## config.mk

```make
export PLATFORM = sky130hd
export DESIGN_NAME = pipeline_ctrl
export DESIGN_NICKNAME = d
export VERILOG_FILES = /design/src/rtl/pipeline_ctrl.sv
export SDC_FILE = /design/constraint.sdc
export NUM_CORES = 1
export LEC_CHECK = 0
export CORE_UTILIZATION = 40
export DETAILED_ROUTE_END_ITERATION = 8
export PLACE_DENSITY = 0.72
export SLEW_MARGIN = 10
export SYNTH_ARGS = -nofsm -noshare
export SYNTH_HDL_FRONTEND = slang
export SYNTH_SLANG_ARGS = --single-unit
```

## constraint.sdc

```tcl
create_clock -name clk -period 2.4 [get_ports clk]
set_input_delay 0.24 -clock clk [delete_from_list [all_inputs] [get_ports clk]]
set_output_delay 0.24 -clock clk [all_outputs]
set_load 0.01 [all_outputs]
```

## src/rtl/pipeline_ctrl.sv

```systemverilog
// pipeline_ctrl -- hazard and stall controller for a five-stage pipeline.
//
// Decides stage-register load enables, IF/ID flush and bubble insertion from
// the current hazards: data-memory freeze, taken branch in EX and load-use
// dependency between EX and ID. A memory access that stays stuck for TIMEOUT
// consecutive freeze cycles parks the controller in HALT until reset.
//
// Ports
//   clk, reset                 clock, asynchronous active-high reset
//   memRead_EX, rd_EX          EX instruction is a load / its destination
//   rn_ID, rm_ID               ID instruction source registers
//   useRn_ID, useRm_ID         ID instruction actually reads rn / rm
//   branchTaken_EX             branch resolved taken in EX
//   mem_req_MEM, mem_ready     MEM stage access request / access complete
//   pc_en .. EX_MEM_en         stage-register load enables
//   IF_ID_flush                clear IF/ID to a NOP
//   ID_EX_bubble, MEM_WB_bubble  load zeroed control into ID/EX, MEM/WB
//   mem_timeout                sticky: memory never answered, pipeline halted
//   stall_cycles, flush_count  saturating performance counters
module pipeline_ctrl #(
    parameter int unsigned TIMEOUT = 64
) (
    input  logic        clk,
    input  logic        reset,
    input  logic        memRead_EX,
    input  logic [4:0]  rd_EX,
    input  logic [4:0]  rn_ID,
    input  logic [4:0]  rm_ID,
    input  logic        useRn_ID,
    input  logic        useRm_ID,
    input  logic        branchTaken_EX,
    input  logic        mem_req_MEM,
    input  logic        mem_ready,
    output logic        pc_en,
    output logic        IF_ID_en,
    output logic        ID_EX_en,
    output logic        EX_MEM_en,
    output logic        IF_ID_flush,
    output logic        ID_EX_bubble,
    output logic        MEM_WB_bubble,
    output logic        mem_timeout,
    output logic [31:0] stall_cycles,
    output logic [15:0] flush_count
);

    typedef enum logic [1:0] {RUN, MEM_WAIT, HALT} state_t;

    // wait_cnt value on which a further freeze cycle trips the timeout
    localparam logic [7:0] LAST_CNT = 8'(TIMEOUT - 1);

    state_t      state_q;
    logic [7:0]  wait_cnt_q;
    logic [31:0] stall_q;
    logic [15:0] flush_q;
    logic        timeout_q;

    logic freeze;
    logic load_use;
    logic branch_flush;

    assign freeze = mem_req_MEM & ~mem_ready;

    // XZR (register 31) reads as zero, so a load targeting it creates no dependency
    assign load_use = memRead_EX && (rd_EX != 5'd31) &&
                      ((useRn_ID && (rn_ID == rd_EX)) ||
                       (useRm_ID && (rm_ID == rd_EX)));

    // Freeze outranks the branch; the branch is still held in EX and gets
    // applied in the first cycle the freeze lifts.
    assign branch_flush = (state_q != HALT) && !freeze && branchTaken_EX;

    always_comb begin
        pc_en         = 1'b1;
        IF_ID_en      = 1'b1;
        ID_EX_en      = 1'b1;
        EX_MEM_en     = 1'b1;
        IF_ID_flush   = 1'b0;
        ID_EX_bubble  = 1'b0;
        MEM_WB_bubble = 1'b0;
        if (state_q == HALT) begin
            pc_en         = 1'b0;
            IF_ID_en      = 1'b0;
            ID_EX_en      = 1'b0;
            EX_MEM_en     = 1'b0;
            ID_EX_bubble  = 1'b1;
            MEM_WB_bubble = 1'b1;
        end else if (freeze) begin
            // Everything up to EX/MEM holds; MEM/WB gets a bubble so the
            // stalled access is not written back twice.
            pc_en         = 1'b0;
            IF_ID_en      = 1'b0;
            ID_EX_en      = 1'b0;
            EX_MEM_en     = 1'b0;
            MEM_WB_bubble = 1'b1;
        end else if (branchTaken_EX) begin
            IF_ID_flush   = 1'b1;
            ID_EX_bubble  = 1'b1;
        end else if (load_use) begin
            pc_en         = 1'b0;
            IF_ID_en      = 1'b0;
            ID_EX_bubble  = 1'b1;
        end
    end

    assign mem_timeout  = timeout_q;
    assign stall_cycles = stall_q;
    assign flush_count  = flush_q;

    always_ff @(posedge clk or posedge reset) begin
        if (reset) begin
            state_q    <= RUN;
            wait_cnt_q <= 8'd0;
            stall_q    <= 32'd0;
            flush_q    <= 16'd0;
            timeout_q  <= 1'b0;
        end else begin
            if (state_q != HALT) begin
                if (!pc_en && !(&stall_q))
                    stall_q <= stall_q + 32'd1;
                if (branch_flush && !(&flush_q))
                    flush_q <= flush_q + 16'd1;
            end
            case (state_q)
                RUN: begin
                    if (freeze) begin
                        state_q    <= MEM_WAIT;
                        wait_cnt_q <= 8'd1;
                    end else begin
                        wait_cnt_q <= 8'd0;
                    end
                end
                MEM_WAIT: begin
                    if (!freeze) begin
                        state_q    <= RUN;
                        wait_cnt_q <= 8'd0;
                    end else if (wait_cnt_q == LAST_CNT) begin
                        state_q   <= HALT;
                        timeout_q <= 1'b1;
                    end else begin
                        wait_cnt_q <= wait_cnt_q + 8'd1;
                    end
                end
                default: begin
                    // HALT is left only through reset
                    state_q <= HALT;
                end
            endcase
        end
    end

endmodule

```

==> impl_results.md <==
* Worst Clk Skew at 8.44 ps
* Crit share post-route at 0.934
* Final Max Slew Viols at 0
* Routed len/inst at around 14 microns
* Worst-path fanout max at 3
* PwrDens at 661 mW/mm^2
* Commonest non-fill, non-tap cell in the layout: clkdlybuf4s50_1
* CP Launch Point: rd_EX[4]
* Cell Area, Synth at between 0.003 and 0.004 sq mm
* Tot GR Track Use at 0.186
* Antenna violations before repair at 0
* Final instance area at 0.00424 sq mm
* Setup bufs post-CTS at 0
* Port Buffers at 78
* DRT Pass-1 Iters at 4
* M1 WL at around 3000 microns
* Most frequent cells in the layout: clkdlybuf4s50_1, dfrtp_1, xor2_1
* Max Cap Violations at 0
* Syn Inst Count at about 300
* Setup crit start kind: input pin
* Reg area at between 0.001 and 0.0015 sq mm
* Global-route wire length before repair at around 11000 microns
* Slew @ Worst Pin at a little under 400 ps
* EDFF count, synth at 0
* FF-to-FF Start: flush_count[0]
* Total number of yosys warnings at 0
* Cell depth of the worst flop-to-flop path at 8
* Mean number of vias per cell at 5.13
* FFs w/ async S/R, synth at 1.00
* Endpoints failing setup at 0
* Placeable Area at roughly 0.0073 sq mm
* Fillers at 618
* Top_reg_cell synth: dfrtp_1
* Cell Area, Placed at between 0.004 and 0.005 sq mm
* Top sig layer: met4
* Setup_tns at 0 ps
* Multi-input logic area at approximately 0.0015 sq mm
* DR iter-0 viols at 68
* Full die area at between 0.008 and 0.009 sq mm
* WL met3 at ~420 microns
* Num ports at 79
* Total number of vias at roughly 2500
* TritonCTS Buffers at 9
* Highest clock rate at about 0.45 GHz
* H-tree depth at 3
* Final ANT Viol Nets at 0
* Minimum clock period after layout at between 2000 and 2500 ps
* Pleak at between 1.5 and 2 nW
* Setup Crit Path Kind: input pin to output pin
* Critical path endpoint category: output pin
* Nets at 419
* GP Congestion at between 0.8 and 0.9
* Worst EP arrival at approximately 2000 ps
* FF-to-FF End: flush_count[15]
* GRT Residual Overflow at 0
* Die H at roughly 90 microns
* Worst rel slew slack at 0.734
* Ant. Diodes at 0
* Vias in the first global route at approximately 2500
* Starting Density at 0.418
* Share of cells above drive strength 1 at 0.104
* Min Hold Slack at ~280 ps
* Hold Path Class: input pin to async pin
* RSZ-0062 raised after global routing: no
* # rows at 31
* DR WL met2 at 3290 microns
* Die width at 89.5 microns
* Syn-to-layout area delta at 38.4%
* Worst endpoint required time at approximately 2200 ps
* Mapped Nets at between 300 and 400
* DP HPWL at ~5000 microns
* Post-synthesis sequential area ratio at 0.482
* Total power draw at 2.80 mW
* Final hold vios at 0
* Largest net degree at the start of global routing at 60
* CTS Sinks at roughly 60
* R2r setup slk at around 220 ps
* WL final at slightly below 7000 microns
* CTS tree: built
* Yosys reg bits at 59
* Worst VDD drop at ~0.00050 V
* Worst-path clk slew at ~70 ps
* DRC viols at 0
* Status: finished clean
* Clk buf depth at 2
* Clock latency on the worst-skew pair at around 330 ps
* Syn_area_per_cell at ~10 sq um
* Synth cell types at 40
* CTS Root Cell: clkbuf_8
[metrics by stage]
step / utilization / setup slack [ps] / cells
after global placement: 0.553 / 99.8 / 481
final: 0.578 / 158 / 495
after floorplan: - / 321 / 299
after global routing: 0.578 / 33.6 / 495
after detailed placement: 0.553 / 71.2 / 481
after CTS: 0.576 / 62.6 / 495
[cells in the mapped netlist (all sizes together), types with 5 or more instances]
cell type,count,area [sq um]
or3,6,42.5
and4,6,57.6
dfrtp,59,1480
nand2,28,105
inv,8,30.0
buf,5,30.0
xnor2,22,193
nand4,15,109
nor4,15,106
o21ai,8,40.0
nor2,12,45.0
and3,8,51.3
xor2,36,315
a21oi,5,25.0
nand3,17,97.6
nor3,16,80.1
[metal layers]
metal | GRT usage | up-vias
li1 | - | 1257
met4 | 0.0678 | 0
met3 | 0.0702 | 4
met1 | 0.218 | 1198
met5 | 0 | -
met2 | 0.312 | 82
[worst max path at each step]
stage / depth (start not counted) / slack [ps] / end
2_1_floorplan: 7 / 320 / flush_count[15]
3_3_place_gp: 8 / 100 / ID_EX_bubble
3_5_place_dp: 8 / 70 / ID_EX_bubble
4_1_cts: 8 / 60 / ID_EX_bubble
5_1_grt: 7 / 30 / IF_ID_en
6_report: 7 / 160 / IF_ID_en
[cell type report]
type | count | area share
repair buffers | 91 | 0.214
inverters | 8 | 0.00708
clock buffers | 11 | 0.0357
well taps | 99 | 0.0292
multi-input cells | 224 | 0.362
flip-flops and latches | 59 | 0.348
clock inverters | 3 | 0.00354
[cell families after synthesis]
family                   count (synthesis)  share of synthesized area
flip-flops                              59                      0.482
adder cells (fa/ha/maj)                  3                     0.0123
multiplexers                             2                    0.00735
buffers and inverters                   16                     0.0233
AND/OR/NAND/NOR                        137                      0.261
XOR/XNOR                                58                      0.166
AO/OA/AOI/OAI                           24                     0.0490
[critical path, cell delays in order]
cell and delay, ps:
clkdlybuf4s50_1 530, xnor2_1 100, nand4_1 110, o22ai_2 100
buf_4 140, a21oi_1 190, clkdlybuf4s50_1 580
[state kept, by name (all words and copies together), names as in the netlist]
signal        flops
state_q           2
flush_count      16
stall_cycles     32
wait_cnt_q        8
mem_timeout       1
[timing repair]
item | CTS | global route
gates resized for setup | 0 | 5
setup endpoints to repair | 0 | 8
endpoints found under the hold margin | 0 | 0
hold buffers | 0 | 0
[report_power, final]
group,internal (mW),total (mW),switching (mW)
clock,0.414,0.790,0.376
sequential,1.12,1.28,0.154
combinational,0.425,0.732,0.307
Note: power is estimated with default switching activity, not from simulation.
